**config.mk**
```make
export PLATFORM = sky130hd
export DESIGN_NAME = tap_controller_param_flat
export DESIGN_NICKNAME = d
export VERILOG_FILES = /design/src/rtl/tap_controller_param_if.sv /design/src/rtl/tap_controller_param.sv /design/src/flat_wrapper.sv
export SDC_FILE = /design/constraint.sdc
export NUM_CORES = 1
export LEC_CHECK = 0
export ABC_AREA = 1
export BUFFER_PORTS_ARGS = -buffer_cell sky130_fd_sc_hd__buf_4
export CAP_MARGIN = 20
export CORE_MARGIN = 10
export CORE_UTILIZATION = 45
export DETAILED_ROUTE_END_ITERATION = 8
export PLACE_DENSITY = 0.72
export REMOVE_ABC_BUFFERS = 1
export SYNTH_ARGS = -nofsm -noshare
export SYNTH_HDL_FRONTEND = slang
export SYNTH_SLANG_ARGS = --single-unit
```
**constraint.sdc**
```tcl
create_clock -name tck -period 1.1 [get_ports tck]
set_input_delay 0.22 -clock tck [delete_from_list [all_inputs] [get_ports tck]]
set_output_delay 0.22 -clock tck [all_outputs]
set_load 0.05 [all_outputs]
```
**src/rtl/tap_controller_param_if.sv**
```systemverilog
// JTAG pin-side and data-register-side signals of the parametrised TAP controller.
// slave: the TAP controller itself; master: whatever drives the pins and owns the user DRs.
interface tap_controller_param_if #(
  parameter int IR_WIDTH = 5,
  parameter int NUM_DR   = 2
);
  logic                tms;
  logic                tdi;
  logic                tdo;
  logic                tdo_en;
  logic [NUM_DR-1:0]   dr_tdo;
  logic [NUM_DR-1:0]   dr_sel;
  logic                capture_dr;
  logic                shift_dr;
  logic                update_dr;
  logic [IR_WIDTH-1:0] ir_out;
  logic                tap_rst_n;
  logic [3:0]          state;

  modport slave (
    input  tms, tdi, dr_tdo,
    output tdo, tdo_en, dr_sel, capture_dr, shift_dr, update_dr, ir_out, tap_rst_n, state
  );

  modport master (
    output tms, tdi, dr_tdo,
    input  tdo, tdo_en, dr_sel, capture_dr, shift_dr, update_dr, ir_out, tap_rst_n, state
  );
endinterface

```
**src/rtl/tap_controller_param.sv**
```systemverilog
// IEEE 1149.1 TAP controller: 16-state FSM, IR, BYPASS, optional IDCODE, user-DR select, negedge TDO.
// Build option: define TAP_IDCODE_EN to include the IDCODE register (opcode 1, reset instruction).
module tap_controller_param #(
  parameter int          IR_WIDTH   = 5,
  parameter int          NUM_DR     = 2,
  parameter logic [31:0] IDCODE_VAL = 32'h1234_5679
) (
  input logic                   tck,
  input logic                   trst,
  tap_controller_param_if.slave bus
);

  localparam logic [3:0] S_EX2DR = 4'h0;
  localparam logic [3:0] S_EX1DR = 4'h1;
  localparam logic [3:0] S_SDR   = 4'h2;
  localparam logic [3:0] S_PDR   = 4'h3;
  localparam logic [3:0] S_SELIR = 4'h4;
  localparam logic [3:0] S_UDR   = 4'h5;
  localparam logic [3:0] S_CDR   = 4'h6;
  localparam logic [3:0] S_SELDR = 4'h7;
  localparam logic [3:0] S_EX2IR = 4'h8;
  localparam logic [3:0] S_EX1IR = 4'h9;
  localparam logic [3:0] S_SIR   = 4'hA;
  localparam logic [3:0] S_PIR   = 4'hB;
  localparam logic [3:0] S_RTI   = 4'hC;
  localparam logic [3:0] S_UIR   = 4'hD;
  localparam logic [3:0] S_CIR   = 4'hE;
  localparam logic [3:0] S_TLR   = 4'hF;

  localparam logic [IR_WIDTH-1:0] IR_BYPASS  = {IR_WIDTH{1'b1}};
  localparam logic [IR_WIDTH-1:0] IR_CAPTURE = IR_WIDTH'(1);
`ifdef TAP_IDCODE_EN
  localparam logic [IR_WIDTH-1:0] IR_IDCODE  = IR_WIDTH'(1);
  localparam logic [IR_WIDTH-1:0] RESET_IR   = IR_IDCODE;
`else
  localparam logic [IR_WIDTH-1:0] RESET_IR   = IR_BYPASS;
`endif

  // Reject parameter sets that would make the opcode map or IDCODE format invalid.
  if (IR_WIDTH < 2) begin : g_chk_ir_width
    $error("tap_controller_param: IR_WIDTH must be at least 2");
  end
  if (NUM_DR < 1 || NUM_DR > (1 << IR_WIDTH) - 3) begin : g_chk_num_dr
    $error("tap_controller_param: NUM_DR out of range for IR_WIDTH");
  end
  if (IDCODE_VAL[0] != 1'b1) begin : g_chk_idcode
    $error("tap_controller_param: IDCODE_VAL bit 0 must be 1");
  end

  logic [3:0]          state_q, state_d;
  logic [IR_WIDTH-1:0] ir_sr_q;
  logic [IR_WIDTH-1:0] ir_q, ir_d;
  logic                bypass_q;
  logic                tdo_q, tdo_d;
  logic                tdo_en_q, tdo_en_d;
  logic                capture_q, capture_d;
  logic                shift_q, shift_d;
  logic                update_q, update_d;
  logic                tap_rst_n_q, tap_rst_n_d;

  logic [NUM_DR-1:0]   dr_sel;
  logic                user_sel;
  logic                user_tdo;
  logic                idcode_sel;
  logic                bypass_sel;
  logic                idcode_tdo;

  // ------------------------------------------------------------------
  // TAP state machine
  // ------------------------------------------------------------------
  always_comb begin
    state_d = state_q;
    case (state_q)
      S_TLR:   state_d = bus.tms ? S_TLR   : S_RTI;
      S_RTI:   state_d = bus.tms ? S_SELDR : S_RTI;
      S_SELDR: state_d = bus.tms ? S_SELIR : S_CDR;
      S_CDR:   state_d = bus.tms ? S_EX1DR : S_SDR;
      S_SDR:   state_d = bus.tms ? S_EX1DR : S_SDR;
      S_EX1DR: state_d = bus.tms ? S_UDR   : S_PDR;
      S_PDR:   state_d = bus.tms ? S_EX2DR : S_PDR;
      S_EX2DR: state_d = bus.tms ? S_UDR   : S_SDR;
      S_UDR:   state_d = bus.tms ? S_SELDR : S_RTI;
      S_SELIR: state_d = bus.tms ? S_TLR   : S_CIR;
      S_CIR:   state_d = bus.tms ? S_EX1IR : S_SIR;
      S_SIR:   state_d = bus.tms ? S_EX1IR : S_SIR;
      S_EX1IR: state_d = bus.tms ? S_UIR   : S_PIR;
      S_PIR:   state_d = bus.tms ? S_EX2IR : S_PIR;
      S_EX2IR: state_d = bus.tms ? S_UIR   : S_SIR;
      S_UIR:   state_d = bus.tms ? S_SELDR : S_RTI;
      default: state_d = S_TLR;
    endcase
  end

  always_ff @(posedge tck or negedge trst) begin
    if (!trst) begin
      state_q <= S_TLR;
    end else begin
      state_q <= state_d;
    end
  end

  // ------------------------------------------------------------------
  // Instruction decode: user DR k lives at opcode 2+k, anything unmapped is BYPASS.
  // ------------------------------------------------------------------
  for (genvar gi = 0; gi < NUM_DR; gi++) begin : g_dr_sel
    assign dr_sel[gi] = (ir_q == IR_WIDTH'(gi + 2));
  end

  assign user_sel = |dr_sel;
  assign user_tdo = |(dr_sel & bus.dr_tdo);

`ifdef TAP_IDCODE_EN
  logic [31:0] idcode_sr_q;

  assign idcode_sel = (ir_q == IR_IDCODE);
  assign idcode_tdo = idcode_sr_q[0];

  always_ff @(posedge tck or negedge trst) begin
    if (!trst) begin
      idcode_sr_q <= '0;
    end else if (idcode_sel) begin
      if (state_q == S_CDR) begin
        idcode_sr_q <= IDCODE_VAL;
      end else if (state_q == S_SDR) begin
        idcode_sr_q <= {bus.tdi, idcode_sr_q[31:1]};
      end
    end
  end
`else
  assign idcode_sel = 1'b0;
  assign idcode_tdo = 1'b0;
`endif

  assign bypass_sel = !user_sel && !idcode_sel;

  // ------------------------------------------------------------------
  // Posedge shift stages
  // ------------------------------------------------------------------
  always_ff @(posedge tck or negedge trst) begin
    if (!trst) begin
      ir_sr_q <= '0;
    end else if (state_q == S_CIR) begin
      ir_sr_q <= IR_CAPTURE;
    end else if (state_q == S_SIR) begin
      ir_sr_q <= {bus.tdi, ir_sr_q[IR_WIDTH-1:1]};
    end
  end

  always_ff @(posedge tck or negedge trst) begin
    if (!trst) begin
      bypass_q <= 1'b0;
    end else if (bypass_sel) begin
      if (state_q == S_CDR) begin
        bypass_q <= 1'b0;
      end else if (state_q == S_SDR) begin
        bypass_q <= bus.tdi;
      end
    end
  end

  // ------------------------------------------------------------------
  // Negedge outputs: everything the pins and user DRs see is stable across the next posedge.
  // ------------------------------------------------------------------
  always_comb begin
    tdo_d = 1'b0;
    if (state_q == S_SIR) begin
      tdo_d = ir_sr_q[0];
    end else if (state_q == S_SDR) begin
      if (user_sel) begin
        tdo_d = user_tdo;
      end else if (idcode_sel) begin
        tdo_d = idcode_tdo;
      end else begin
        tdo_d = bypass_q;
      end
    end
  end

  always_comb begin
    ir_d = ir_q;
    if (state_q == S_TLR) begin
      ir_d = RESET_IR;
    end else if (state_q == S_UIR) begin
      ir_d = ir_sr_q;
    end
  end

  assign tdo_en_d    = (state_q == S_SIR) || (state_q == S_SDR);
  assign capture_d   = user_sel && (state_q == S_CDR);
  assign shift_d     = user_sel && (state_q == S_SDR);
  assign update_d    = user_sel && (state_q == S_UDR);
  assign tap_rst_n_d = (state_q != S_TLR);

  always_ff @(negedge tck or negedge trst) begin
    if (!trst) begin
      ir_q        <= RESET_IR;
      tdo_q       <= 1'b0;
      tdo_en_q    <= 1'b0;
      capture_q   <= 1'b0;
      shift_q     <= 1'b0;
      update_q    <= 1'b0;
      tap_rst_n_q <= 1'b0;
    end else begin
      ir_q        <= ir_d;
      tdo_q       <= tdo_d;
      tdo_en_q    <= tdo_en_d;
      capture_q   <= capture_d;
      shift_q     <= shift_d;
      update_q    <= update_d;
      tap_rst_n_q <= tap_rst_n_d;
    end
  end

  assign bus.tdo        = tdo_q;
  assign bus.tdo_en     = tdo_en_q;
  assign bus.dr_sel     = dr_sel;
  assign bus.capture_dr = capture_q;
  assign bus.shift_dr   = shift_q;
  assign bus.update_dr  = update_q;
  assign bus.ir_out     = ir_q;
  assign bus.tap_rst_n  = tap_rst_n_q;
  assign bus.state      = state_q;

endmodule

```
**src/flat_wrapper.sv**
```systemverilog
// flat-port wrapper written by rule: the top's interface ports become plain ports
module tap_controller_param_flat 
#(
  parameter int          IR_WIDTH   = 5,
  parameter int          NUM_DR     = 2,
  parameter logic [31:0] IDCODE_VAL = 32'h1234_5679
)
  (tck, trst, bus_tms, bus_tdi, bus_dr_tdo, bus_tdo, bus_tdo_en, bus_dr_sel, bus_capture_dr, bus_shift_dr, bus_update_dr, bus_ir_out, bus_tap_rst_n, bus_state);
  tap_controller_param_if #(.IR_WIDTH(IR_WIDTH), .NUM_DR(NUM_DR)) bus_i ();
  input logic tck;
  input logic trst;
  input wire logic [$bits(bus_i.tms)-1:0] bus_tms;
  input wire logic [$bits(bus_i.tdi)-1:0] bus_tdi;
  input wire logic [$bits(bus_i.dr_tdo)-1:0] bus_dr_tdo;
  output wire logic [$bits(bus_i.tdo)-1:0] bus_tdo;
  output wire logic [$bits(bus_i.tdo_en)-1:0] bus_tdo_en;
  output wire logic [$bits(bus_i.dr_sel)-1:0] bus_dr_sel;
  output wire logic [$bits(bus_i.capture_dr)-1:0] bus_capture_dr;
  output wire logic [$bits(bus_i.shift_dr)-1:0] bus_shift_dr;
  output wire logic [$bits(bus_i.update_dr)-1:0] bus_update_dr;
  output wire logic [$bits(bus_i.ir_out)-1:0] bus_ir_out;
  output wire logic [$bits(bus_i.tap_rst_n)-1:0] bus_tap_rst_n;
  output wire logic [$bits(bus_i.state)-1:0] bus_state;
  assign bus_i.tms = bus_tms;
  assign bus_i.tdi = bus_tdi;
  assign bus_i.dr_tdo = bus_dr_tdo;
  assign bus_tdo = bus_i.tdo;
  assign bus_tdo_en = bus_i.tdo_en;
  assign bus_dr_sel = bus_i.dr_sel;
  assign bus_capture_dr = bus_i.capture_dr;
  assign bus_shift_dr = bus_i.shift_dr;
  assign bus_update_dr = bus_i.update_dr;
  assign bus_ir_out = bus_i.ir_out;
  assign bus_tap_rst_n = bus_i.tap_rst_n;
  assign bus_state = bus_i.state;
  tap_controller_param #(.IR_WIDTH(IR_WIDTH), .NUM_DR(NUM_DR), .IDCODE_VAL(IDCODE_VAL)) u_core (.tck(tck), .trst(trst), .bus(bus_i));
endmodule
```
==> results of run 1 <==
## cells in the mapped netlist, drive strengths merged
master  instances
nand3b          1
a32oi           5
nand3           4
nor3            1
nand4           1
nor4            1
o22ai           4
a21oi           2
nand2          24
a22oi           1
o21ai           4
dfrtp           6
inv            25
nor2           15
o31ai           1
dfstp           9
dfrtn           6
## logic make-up after synthesis
| logic type | share of synthesized area |
|---|---|
| simple gates | 0.225 |
| compound gates | 0.118 |
| buf+inv | 0.0977 |
| flops | 0.559 |
## timing repair
item | 4_1_cts
setup buffers | 26
gates cloned | 0
pin swaps | 20
hold buffers | 1
hold endpoints to repair | 6
setup endpoints to repair | 38
gates resized for setup | 81
## metrics by stage
stage | hold slack, ps | cells | utilization | setup WS [ps] | TNS [ps]
CTS | 141 | 222 | 0.959 | -1080 | -19060
floorplan | -75.6 | 110 | - | -1300 | -16420
global placement | 71.6 | 193 | 0.707 | -690 | -12190
detailed placement | 73.0 | 193 | 0.707 | -705 | -12760
==> results.cfg, run 1 <==
[floorplanning]
start_util = 0.480
io_pins = 23
die_w_um = 66.2
placementRows = 16
die_h_um = 66.2

[synth]
netlist.top_cell.by_area = dfstp_2
synth_seq_cells = 21
yosysSeqAreaShare = 0.559
yosysWarnings = 0
synth_cell_types = 20
synth.top_cell.area_share = 0.246
syn_avg_cell_area_um2 = 8.74
yosys-top-cells-area = dfstp_2 25%, dfrtn_1 16%, dfrtp_1 16%
synth.cell_area_um2 = 961
synth_cells = 110

[run_status]
status = stopped before the end
toolErrorMsg = [ERROR DPL-0038] Utilization greater than 100%, impossible to legalize
stop_stage = 5_1_grt

[place]
hpwl_mm = 2.08
gp_congestion = 0.845
numPortBuffers = 22
place_area_um2 = 1420

[cts]
numCtsBuffers = 3
root_buffer = clkbuf_4
clk_path_buf_depth = 2
cts.sinks = 21
h-tree-depth = 1

[global_routing]
grt_max_degree = 14

[sta]
worst_endpoint = bus_dr_sel[1]
endpoint_type = output port
==> inputs of run 2 (changes only) <==
--- a/config.mk
+++ b/config.mk
@@ -8,10 +8,10 @@
 export ABC_AREA = 1
 export BUFFER_PORTS_ARGS = -buffer_cell sky130_fd_sc_hd__buf_4
 export CAP_MARGIN = 20
-export CORE_MARGIN = 10
-export CORE_UTILIZATION = 45
+export CORE_AREA = 10 10 71 73
 export DETAILED_ROUTE_END_ITERATION = 8
-export PLACE_DENSITY = 0.72
+export DIE_AREA = 0 0 81 83
+export PLACE_DENSITY_LB_ADDON = 0.15
 export REMOVE_ABC_BUFFERS = 1
 export SYNTH_ARGS = -nofsm -noshare
 export SYNTH_HDL_FRONTEND = slang
==> constraint.sdc (replaced) <==
create_clock -name tck -period 1.4 [get_ports tck]
set_input_delay 0.28 -clock tck [delete_from_list [all_inputs] [get_ports tck]]
set_output_delay 0.28 -clock tck [all_outputs]
set_load 0.05 [all_outputs]
==> run 2 against run 1 <==
The flow now finishes, with violations (setup timing). Area after synthesis is the same. Synthesized cell count is the same.
==> results.cfg, run 2 <==
[run_status]
status = complete, but fails checks
violations = setup timing

[worst_hold_path]
hp-class = in -> reg

[floorplanning]
placementRows = 22
start_util = 0.264
io_pins = 23
dieArea_um2 = 6720
die_w_um = 81
die_h_um = 83
core-area_um2 = 3630

[finish]
final_layout_size_suffix_gt1_frac = 0.628
nFillCells = 367
utilization = 0.523
seqCellArea_um2 = 537
fin_area_um2 = 1900
layout_commonest_cell = buf_4
final_nets = 195
syn2layout_area_growth_pct = 97.8
insertedDiodeCount = 0
multi_input_area_um2 = 454
final_cell_mix = 34 x buf_4, 26 x buf_6, 19 x inv_1

[cts]
h-tree-depth = 1
clk_path_buf_depth = 2
cts.sinks = 21
numCtsBuffers = 3
clk_pin_slew_ps = 80
root_buffer = clkbuf_8
clock_latency_ps = 330
cts_tree = built

[power]
power_uw = 4710
peakVddDrop_mv = 1.02
p_leak_uw = 0.000960
power.density_nw_per_um2 = 2480

[sta]
fin_setup_tns_ps = -13180
skew_ps = 69.7
worstMarginPinSlew_ps = 229
rsz0062_at_grt = true
final_hold_viol_count = 0
final_max_slew_viol_count = 0
slew_headroom = 0.847
final.setup.worst_slack_ps = -947
report.final.setup_viol = 29
whs_ps = 269

[route]
ant_nets = 0
avgRoutedWirePerCell_um = 12.9
wl_mm = 3.04
vias_per_cell = 4.34
drt_iter0_drc = 23
drc = 0
dr.pass1.iters = 4
num_vias = 1024

[flow_run]
maxCapViolCount = 0

[synth]
synth_seq_cells = 21
async_flop_share = 1.00
synth_cells = 110
yosysSeqAreaShare = 0.559
yosys-top-cells-area = dfstp_2 25%, dfrtn_1 16%, dfrtp_1 16%
netlist.top_cell.by_area = dfstp_2
syn_avg_cell_area_um2 = 8.74
synth.top_cell.area_share = 0.246
synth.top_cells.by_count = 23 x nand2_1, 19 x inv_1, 12 x nor2_1, 9 x dfstp_2
synth_most_common_cell = nand2_1
synth.cell_area_um2 = 961
yosysWarnings = 0
synthFlopType = dfstp_2
synth_cell_types = 20
synth_edf_count = 0

[global_routing]
antenna_found_initial = 0
first_global_vias = 1042
grt_usage = 0.0918
grt_max_degree = 15
grt-ovfl-total = 0
grt_pass1_wl_mm = 5.00

[critical_path]
worst-path-max-fanout = 3
cpPeakStageDelay_ps = 530
crit_path_cell_trace = inv_2 -> nor2_2 -> nand2_2 -> nor2_2 -> buf_6
critPathCaptureType = primary output
critPathRequiredTime_ps = 1120
critPathTopFamily = flip-flops
crit_top_cell = nor2_2
arrival_ps = 2070
slowest_stage = dfstp_2
critPathBufInv = 2
cp-start-kind = flip-flop
path_class = reg -> out

[place]
place_area_um2 = 1420
hpwl_mm = 2.21
numPortBuffers = 22
gp_congestion = 0.837
run 2: cell counts after synthesis:
Identical to the previous run, type by type.
run 2: cell type report:
type,count,area share
inverters,24,0.0487
clock inverters,5,0.00987
multi-input cells,64,0.239
repair buffers,70,0.365
clock buffers,4,0.0237
flip-flops and latches,21,0.282
well taps,48,0.0316
run 2: path summary, 6_finish.rpt:
path	startpoint	to	slack, ps	cells past startpoint
setup / recovery	u_core.bus.ir_out[1]	bus_dr_sel[0]	-950	5
hold reg to reg	u_core.ir_sr_q[2]	u_core.ir_sr_q[1]	560	2
min in group asynchronous	trst	u_core.bypass_q	390	2
hold / removal	bus_tms	u_core.bus.state[1]	270	3
max in group asynchronous	trst	u_core.bus.ir_out[0]	110	2
setup reg to reg	u_core.bus.ir_out[1]	u_core.bus.tdo	-680	16
run 2: metrics by stage:
stage	worst slack [ps]	cells
after floorplan	-1210	110
after global placement	-614	211
after detailed placement	-622	211
after CTS	-946	232
after global routing	-1020	236
final	-947	236
run 2: layer usage:
layer / routed length, µm / up-vias / part of all wire / GRT usage
met2: 1470 / 28 / 0.48 / 0.148
met1: 1320 / 478 / 0.43 / 0.112
met5: 0 / - / 0 / 0
li1: - / 514 / - / -
met4: 39 / 0 / 0.013 / 0.0329
met3: 212 / 4 / 0.070 / 0.0269
run 2: power breakdown:
group | internal [µW] | leakage (µW) | total (µW) | switching, µW
sequential | 934 | 0.000250 | 1110 | 173
combinational | 1450 | 0.000660 | 3130 | 1680
clock | 222 | 0.0000494 | 470 | 248
run 2: worst register-to-register path, delay by kind of cell, from the launching register on:
kind                   cells  cell delay [ps]
flip-flops                 1              530
buffers and inverters     11             1130
AND/OR/NAND/NOR            4              310
AO/OA/AOI/OAI              1              110
run 2: logic make-up (layout without fill, tap and decap cells):
logic type / after synthesis / after routing / synth area share
AOI/OAI and AO/OA: 17 / 17 / 0.118
DFF: 21 / 21 / 0.559
and+or+nand+nor: 47 / 47 / 0.225
buffers and inverters: 25 / 103 / 0.0977
run 2: repair_timing:
action | CTS | global route
pin swaps | 10 | 12
setup endpoints to repair | 30 | 34
setup buffers | 21 | 7
hold buffers | 1 | 0
hold endpoints to repair | 1 | 0
gates resized for setup | 63 | 21
(Power assumes the default switching activity.)
